===== config.mk =====
export PLATFORM = sky130hd
export DESIGN_NAME = vec_mag
export DESIGN_NICKNAME = d
export VERILOG_FILES = /design/src/rtl/vec_mag_pkg.sv /design/src/rtl/vec_mag_isqrt_iter.sv /design/src/rtl/vec_mag.sv
export SDC_FILE = /design/constraint.sdc
export NUM_CORES = 1
export LEC_CHECK = 0
export BUFFER_PORTS_ARGS = -buffer_cell sky130_fd_sc_hd__clkbuf_2
export CAP_MARGIN = 20
export CORE_MARGIN = 3
export CORE_UTILIZATION = 60
export DETAILED_ROUTE_END_ITERATION = 10
export GPL_ROUTABILITY_DRIVEN = 0
export PLACE_DENSITY = 0.77
export RECOVER_POWER = 25
export SYNTH_ARGS = -nofsm -noshare
export SYNTH_HDL_FRONTEND = slang
export SYNTH_HIERARCHICAL = 1
export SYNTH_SLANG_ARGS = --single-unit

===== constraint.sdc =====
create_clock -name clk_in -period 8.8 [get_ports clk_in]
set_input_delay 0.88 -clock clk_in [delete_from_list [all_inputs] [get_ports clk_in]]
set_output_delay 0.88 -clock clk_in [all_outputs]
set_load 0.03 [all_outputs]

===== src/rtl/vec_mag_pkg.sv =====
// Shared types and width helpers for the vector-magnitude engine.
// The width helpers are also used by the downstream normalisation logic.
package vec_mag_pkg;

  typedef enum logic [1:0] {
    IDLE = 2'd0,
    ACC  = 2'd1,
    SQRT = 2'd2,
    DONE = 2'd3
  } state_t;

  // Width of the sum of squares; cannot overflow for num_ch components.
  function automatic int calc_sum_w(input int width, input int num_ch);
    return 2 * width + $clog2(num_ch);
  endfunction

  // Width of floor(sqrt()) of a sum_w-bit value.
  function automatic int calc_root_w(input int sum_w);
    return (sum_w + 1) / 2;
  endfunction

endpackage


===== src/rtl/vec_mag_isqrt_iter.sv =====
// Restoring bit-serial integer square root, one root bit per cycle, MSB first.
// start loads the radicand; 'done' is high in the cycle whose clock edge
// writes the final root (and remainder) into the output registers.
// The remainder output exists only when VEC_MAG_REM_EN is defined.
module isqrt_iter
  import vec_mag_pkg::*;
#(
  parameter int ROOT_W = 17,
  localparam int CNT_W = $clog2(ROOT_W + 1)
) (
  input  logic                  clk_in,
  input  logic                  rst_in,
  input  logic                  start,
  input  logic [2*ROOT_W-1:0]   radicand,
  output logic                  done,
  output logic [ROOT_W-1:0]     root
`ifdef VEC_MAG_REM_EN
  ,
  output logic [ROOT_W:0]       rem
`endif
);

  logic [2*ROOT_W-1:0] rad_q;
  logic [ROOT_W:0]     rem_q;
  logic [ROOT_W-1:0]   root_q;
  logic [CNT_W-1:0]    cnt_q;

  logic [ROOT_W+2:0]   rem_sh;
  logic [ROOT_W+2:0]   trial;
  logic [ROOT_W+2:0]   rem_sel;
  logic                fits;
  logic [ROOT_W:0]     rem_nx;
  logic [ROOT_W-1:0]   root_nx;

  // One restoring step: bring down two radicand bits, try (root<<2)|1.
  always_comb begin
    rem_sh  = {rem_q, rad_q[2*ROOT_W-1 -: 2]};
    trial   = {1'b0, root_q, 2'b01};
    fits    = (rem_sh >= trial);
    rem_sel = fits ? (rem_sh - trial) : rem_sh;
    rem_nx  = (ROOT_W+1)'(rem_sel);
    root_nx = (root_q << 1) | ROOT_W'(fits);
    done    = (cnt_q == CNT_W'(1));
  end

  // Working registers; cnt_q counts remaining root bits down to zero.
  always_ff @(posedge clk_in or negedge rst_in) begin
    if (!rst_in) begin
      rad_q  <= '0;
      rem_q  <= '0;
      root_q <= '0;
      cnt_q  <= '0;
    end else if (start) begin
      rad_q  <= radicand;
      rem_q  <= '0;
      root_q <= '0;
      cnt_q  <= CNT_W'(ROOT_W);
    end else if (cnt_q != '0) begin
      rad_q  <= rad_q << 2;
      rem_q  <= rem_nx;
      root_q <= root_nx;
      cnt_q  <= cnt_q - 1'b1;
    end
  end

  // Result registers change only on the final step and hold otherwise.
  always_ff @(posedge clk_in or negedge rst_in) begin
    if (!rst_in) begin
      root <= '0;
`ifdef VEC_MAG_REM_EN
      rem  <= '0;
`endif
    end else if (done) begin
      root <= root_nx;
`ifdef VEC_MAG_REM_EN
      rem  <= rem_nx;
`endif
    end
  end

endmodule


===== src/rtl/vec_mag.sv =====
// Vector-magnitude engine: floor(sqrt(sum of squares)) of one NUM_CH-component
// vector per valid/ready transaction, using one shared squarer and a
// bit-serial square root. Optional remainder output: define VEC_MAG_REM_EN.
//
// state | meaning
// IDLE  | ready for a vector; results from the last run held
// ACC   | squaring one component per cycle into the accumulator
// SQRT  | bit-serial root running, ROOT_W cycles
// DONE  | result valid, waiting for result_ready_in
module vec_mag
  import vec_mag_pkg::*;
#(
  parameter int WIDTH  = 16,
  parameter int NUM_CH = 2,
  localparam int SUM_W  = calc_sum_w(WIDTH, NUM_CH),
  localparam int ROOT_W = calc_root_w(SUM_W)
) (
  input  logic                    clk_in,
  input  logic                    rst_in,
  input  logic [NUM_CH*WIDTH-1:0] data_in,
  input  logic                    data_valid_in,
  output logic                    ready_out,
  output logic [ROOT_W-1:0]       root_out,
`ifdef VEC_MAG_REM_EN
  output logic [ROOT_W:0]         rem_out,
`endif
  output logic                    data_valid_out,
  input  logic                    result_ready_in,
  output logic                    busy_out
);

  localparam int IDX_W = (NUM_CH > 1) ? $clog2(NUM_CH) : 1;

  state_t                  state_q, state_d;
  logic [NUM_CH*WIDTH-1:0] data_q;
  logic [SUM_W-1:0]        acc_q;
  logic [SUM_W-1:0]        acc_nx;
  logic [IDX_W-1:0]        idx_q;
  logic [WIDTH-1:0]        comp;
  logic [2*WIDTH-1:0]      sq;
  logic [2*ROOT_W-1:0]     radicand;
  logic                    last_comp;
  logic                    sq_start;
  logic                    sq_done;

  // Component select, square and accumulate for the current index.
  always_comb begin
    comp = '0;
    for (int k = 0; k < NUM_CH; k++) begin
      if (idx_q == IDX_W'(k)) comp = data_q[k*WIDTH +: WIDTH];
    end
    sq        = {{WIDTH{1'b0}}, comp} * {{WIDTH{1'b0}}, comp};
    acc_nx    = acc_q + SUM_W'(sq);
    last_comp = (idx_q == IDX_W'(NUM_CH - 1));
    // The root is started with the final sum while the last square is added,
    // so no cycle is lost between ACC and SQRT.
    sq_start  = (state_q == ACC) && last_comp;
    radicand  = (2*ROOT_W)'(acc_nx);
  end

  // State register.
  always_ff @(posedge clk_in or negedge rst_in) begin
    if (!rst_in) state_q <= IDLE;
    else         state_q <= state_d;
  end

  // Next-state and handshake outputs.
  always_comb begin
    state_d        = state_q;
    ready_out      = 1'b0;
    data_valid_out = 1'b0;
    busy_out       = 1'b1;
    case (state_q)
      IDLE: begin
        ready_out = 1'b1;
        busy_out  = 1'b0;
        if (data_valid_in) state_d = ACC;
      end
      ACC:  if (last_comp) state_d = SQRT;
      SQRT: if (sq_done) state_d = DONE;
      DONE: begin
        data_valid_out = 1'b1;
        if (result_ready_in) state_d = IDLE;
      end
      default: state_d = IDLE;
    endcase
  end

  // Vector capture and accumulate loop.
  always_ff @(posedge clk_in or negedge rst_in) begin
    if (!rst_in) begin
      data_q <= '0;
      acc_q  <= '0;
      idx_q  <= '0;
    end else if (state_q == IDLE && data_valid_in) begin
      data_q <= data_in;
      acc_q  <= '0;
      idx_q  <= '0;
    end else if (state_q == ACC) begin
      acc_q  <= acc_nx;
      idx_q  <= idx_q + 1'b1;
    end
  end

  isqrt_iter #(.ROOT_W(ROOT_W)) u_isqrt (
    .clk_in   (clk_in),
    .rst_in   (rst_in),
    .start    (sq_start),
    .radicand (radicand),
    .done     (sq_done),
    .root     (root_out)
`ifdef VEC_MAG_REM_EN
    ,
    .rem      (rem_out)
`endif
  );

endmodule


==> flow_summary.toml <==
[logic_synthesis]
yosysTopAreaCell = "dfrtp_1"
synth_nets = 2247
synth_area_per_cell_um2 = 8.85
netlist_area_mm2 = 0.0167
yosysMostFrequentCell = "inv_1"
synth-main-ff-cell = "dfrtp_1"
ys_warn_count = 6
synth_top_cells_by_count = "inv_1 (389), nand2_1 (289), fa_1 (192)"
netlist.area_leader.share_pct = 23.8
ys_ff_latch = 159
async_reset_ff_share_pct = 100
synthCells = 1890
yosysUniqueCellTypes = 75
synth.area.top_cells = "dfrtp_1 (24%), fa_1 (23%), ha_1 (9.7%)"
synth_edf_count = 0
synth-seq-area-share_pct = 23.8

[layout]
drive_gt1_share_pct = 8.06
area_growth_pct = 6.84
fin_cells = 2284
fill_cells = 2212
final_net_count = 2255
finish.utilization_pct = 65.7

[floorplan]
ios = 56
die-area_mm2 = 0.0299
die_w_um = 173
rows = 60
fp.dieH_um = 173
initial_core_util_pct = 61.5
core_mm2 = 0.0272

[sta]
finalCritPeriodShare_pct = 90.5
timing.fmax_mhz = 126
slew_violations = 105
clock_skew_ns = 0.0145
maxSlewHeadroom_pct = -281
finalHoldViolCount = 0
tns_ns = 0
finalSetupViolations = 0
finalWorstPathRequiredPeriod_ns = 7.96
rsz0062_at_grt = "no"
worst_slew_pin_slew_ns = 5.71
hold-worst-slack_ns = 0.481

[clock_network]
cts-hold-fix-buffers = 0
tritoncts = "built"
cts.sinks = 159
insertion_delay_ns = 0.44
clock_path_buffers = 2
path_clk_slew_ns = 0.08
clock-root-buffer = "clkbuf_16"
htreeDepth = 4
cts-buffers-inserted = 17
postCtsSetupBuffers = 0
cts_resized = 0

[place]
dp_hpwl_um = 29800
dp_cells = 2250
portBuffers = 55

[detailed_routing]
drt-vias-per-instance = 5.65
remaining_drc_errors = 0
vias = 12910
detail_route.wl_per_cell_um = 17.2
drt.antenna.violating_nets = 0
wirelength_um = 39300
dr.pass1.iters = 5
drt_first_iter_violations = 1023

[worst_hold_path]
whs_path_depth = 2
hold_start = "data_q[6]"
hold_end = "data_q[6]"
hold_path.class = "reg2reg"

[worst_setup_path]
critical_path_class = "reg2reg"
cp.required_ns = 9.08
rr_startpoint = "idx_q"
r2r_slack_ns = 0.84
worstRegToRegCells = 24
reg2reg_to = "u_isqrt/rad_q[28]"
cp.arrival_ns = 8.25
path_max_fanout = 12
endpoint_kind = "register"
cp-start-kind = "register"

[global_route]
antenna_found_initial = 1
grt_overflow = 0
grt_pass1_wl_um = 66100
grt_max_degree = 114
track_usage_pct = 27.0
grt_pass1_vias = 13486

[power_and_ir_drop]
peakVddDrop_uv = 122
p_leak_uw = 0.00938
power_uw = 1510
p_per_area_mw_per_mm2 = 84.4

[run]
maxCapViolCount = 1

[status]
status = "complete, but fails checks"
violations = "max-capacitance violations, max-slew violations"
[cell type report]
| class | instances | area, µm² | area share, % |
|---|---|---|---|
| Multi-Input combinational cell | 1259 | 11000 | 61.4 |
| Sequential cell | 159 | 3980 | 22.3 |
| Inverter | 392 | 1470 | 8.24 |
| Tap cell | 372 | 465 | 2.61 |
| Clock buffer | 17 | 425 | 2.38 |
| Timing Repair Buffer | 69 | 392 | 2.19 |
| Clock inverter | 15 | 166 | 0.931 |
| Antenna cell | 1 | 2.50 | 0.0140 |
[kinds of logic after synthesis]
group / after synthesis / synth area share [%]
AOI/OAI and AO/OA: 260 / 10.5
xor gates and xnor gates: 46 / 2.41
adders and majority gates: 321 / 32.6
buffers and inverters: 472 / 10.7
DFF: 159 / 23.8
muxes: 94 / 5.91
other: 1 / 0.0224
and+or+nand+nor: 537 / 14.0
[state kept, by name, indices dropped and copies added (netlist names)]
signal          count
u_isqrt/rad_q      34
u_isqrt/rem_q      18
u_isqrt/cnt_q       5
state_q             2
idx_q               1
u_isqrt/root       17
u_isqrt/root_q     17
acc_q              33
data_q             32
[worst max-delay path by stage]
stage                from                 to  slack (ns)  cells past startpoint
finish              idx_q  u_isqrt/rad_q[28]        0.84                     24
global route        idx_q  u_isqrt/rad_q[32]        0.42                     24
CTS                 idx_q  u_isqrt/rad_q[28]        0.98                     24
detailed placement  idx_q  u_isqrt/rad_q[28]        1.03                     24
global placement    idx_q  u_isqrt/rad_q[28]        1.26                     24
floorplan           idx_q  u_isqrt/rad_q[32]        1.80                     26
[power breakdown]
group / switching (µW) / leakage (µW) / internal [µW]
logic: 16.7 / 0.00698 / 5.79
clock network: 374 / 0.000288 / 382
registers: 0 / 0.00211 / 730
[routing by layer]
layer	up-vias	share of wire [%]	GRT usage [%]	wire length [µm]
met5	-	0	0	0
met4	0	3.0	9.86	1170
met3	97	7.1	4.59	2800
met2	453	50	46.1	19600
met1	6351	40	34.9	15700
li1	6009	-	-	-
[critical path, cell delays in order, from the launching register on]
cell and delay, ns:
dfrtp_1 0.74, mux2i_1 0.71, inv_1 0.43, nand2_1 0.21, inv_1 0.08, fa_1 0.53, inv_1 0.05, fa_1 0.44
fa_1 0.55, inv_1 0.07, fa_1 0.50, fa_1 0.55, inv_1 0.06, fa_1 0.53, inv_1 0.04, ha_1 0.38
and3_1 0.25, and4_1 0.20, o21ai_1 0.08, and2_1 0.23, o41ai_4 0.67, a21oi_1 0.18, xnor2_1 0.15, nand2_1 0.07
o21ai_0 0.09
[stage by stage]
step / setup WS, ns / instance area [µm²]
5_1_grt: 0.418 / 17900
3_5_place_dp: 1.03 / 17300
6_report: 0.835 / 17900
3_3_place_gp: 1.26 / 17300
4_1_cts: 0.976 / 17900
2_1_floorplan: 1.80 / 16700
[cells in the final DEF (no fill, tap or decap), types with 5 or more instances in the layout]
master,instances
clkbuf_2,54
a211oi_1,18
o21a_1,8
o21ai_0,68
o21bai_1,9
xnor2_1,31
mux2_2,28
nand2b_1,13
a21oi_1,68
o31ai_1,6
dfrtp_1,159
nand3_1,14
or3_1,11
nand3b_1,9
clkbuf_16,17
nor2_1,113
a21o_1,13
nor3_1,27
inv_1,389
xor2_1,15
ha_1,128
and3_1,8
nor2b_1,5
o211ai_1,6
and2_1,8
mux2i_1,65
nor4_1,9
inv_6,5
fa_1,192
buf_4,13
nand2_1,287
nand4_1,16
No activity file was read; power rests on OpenSTA's default activity.
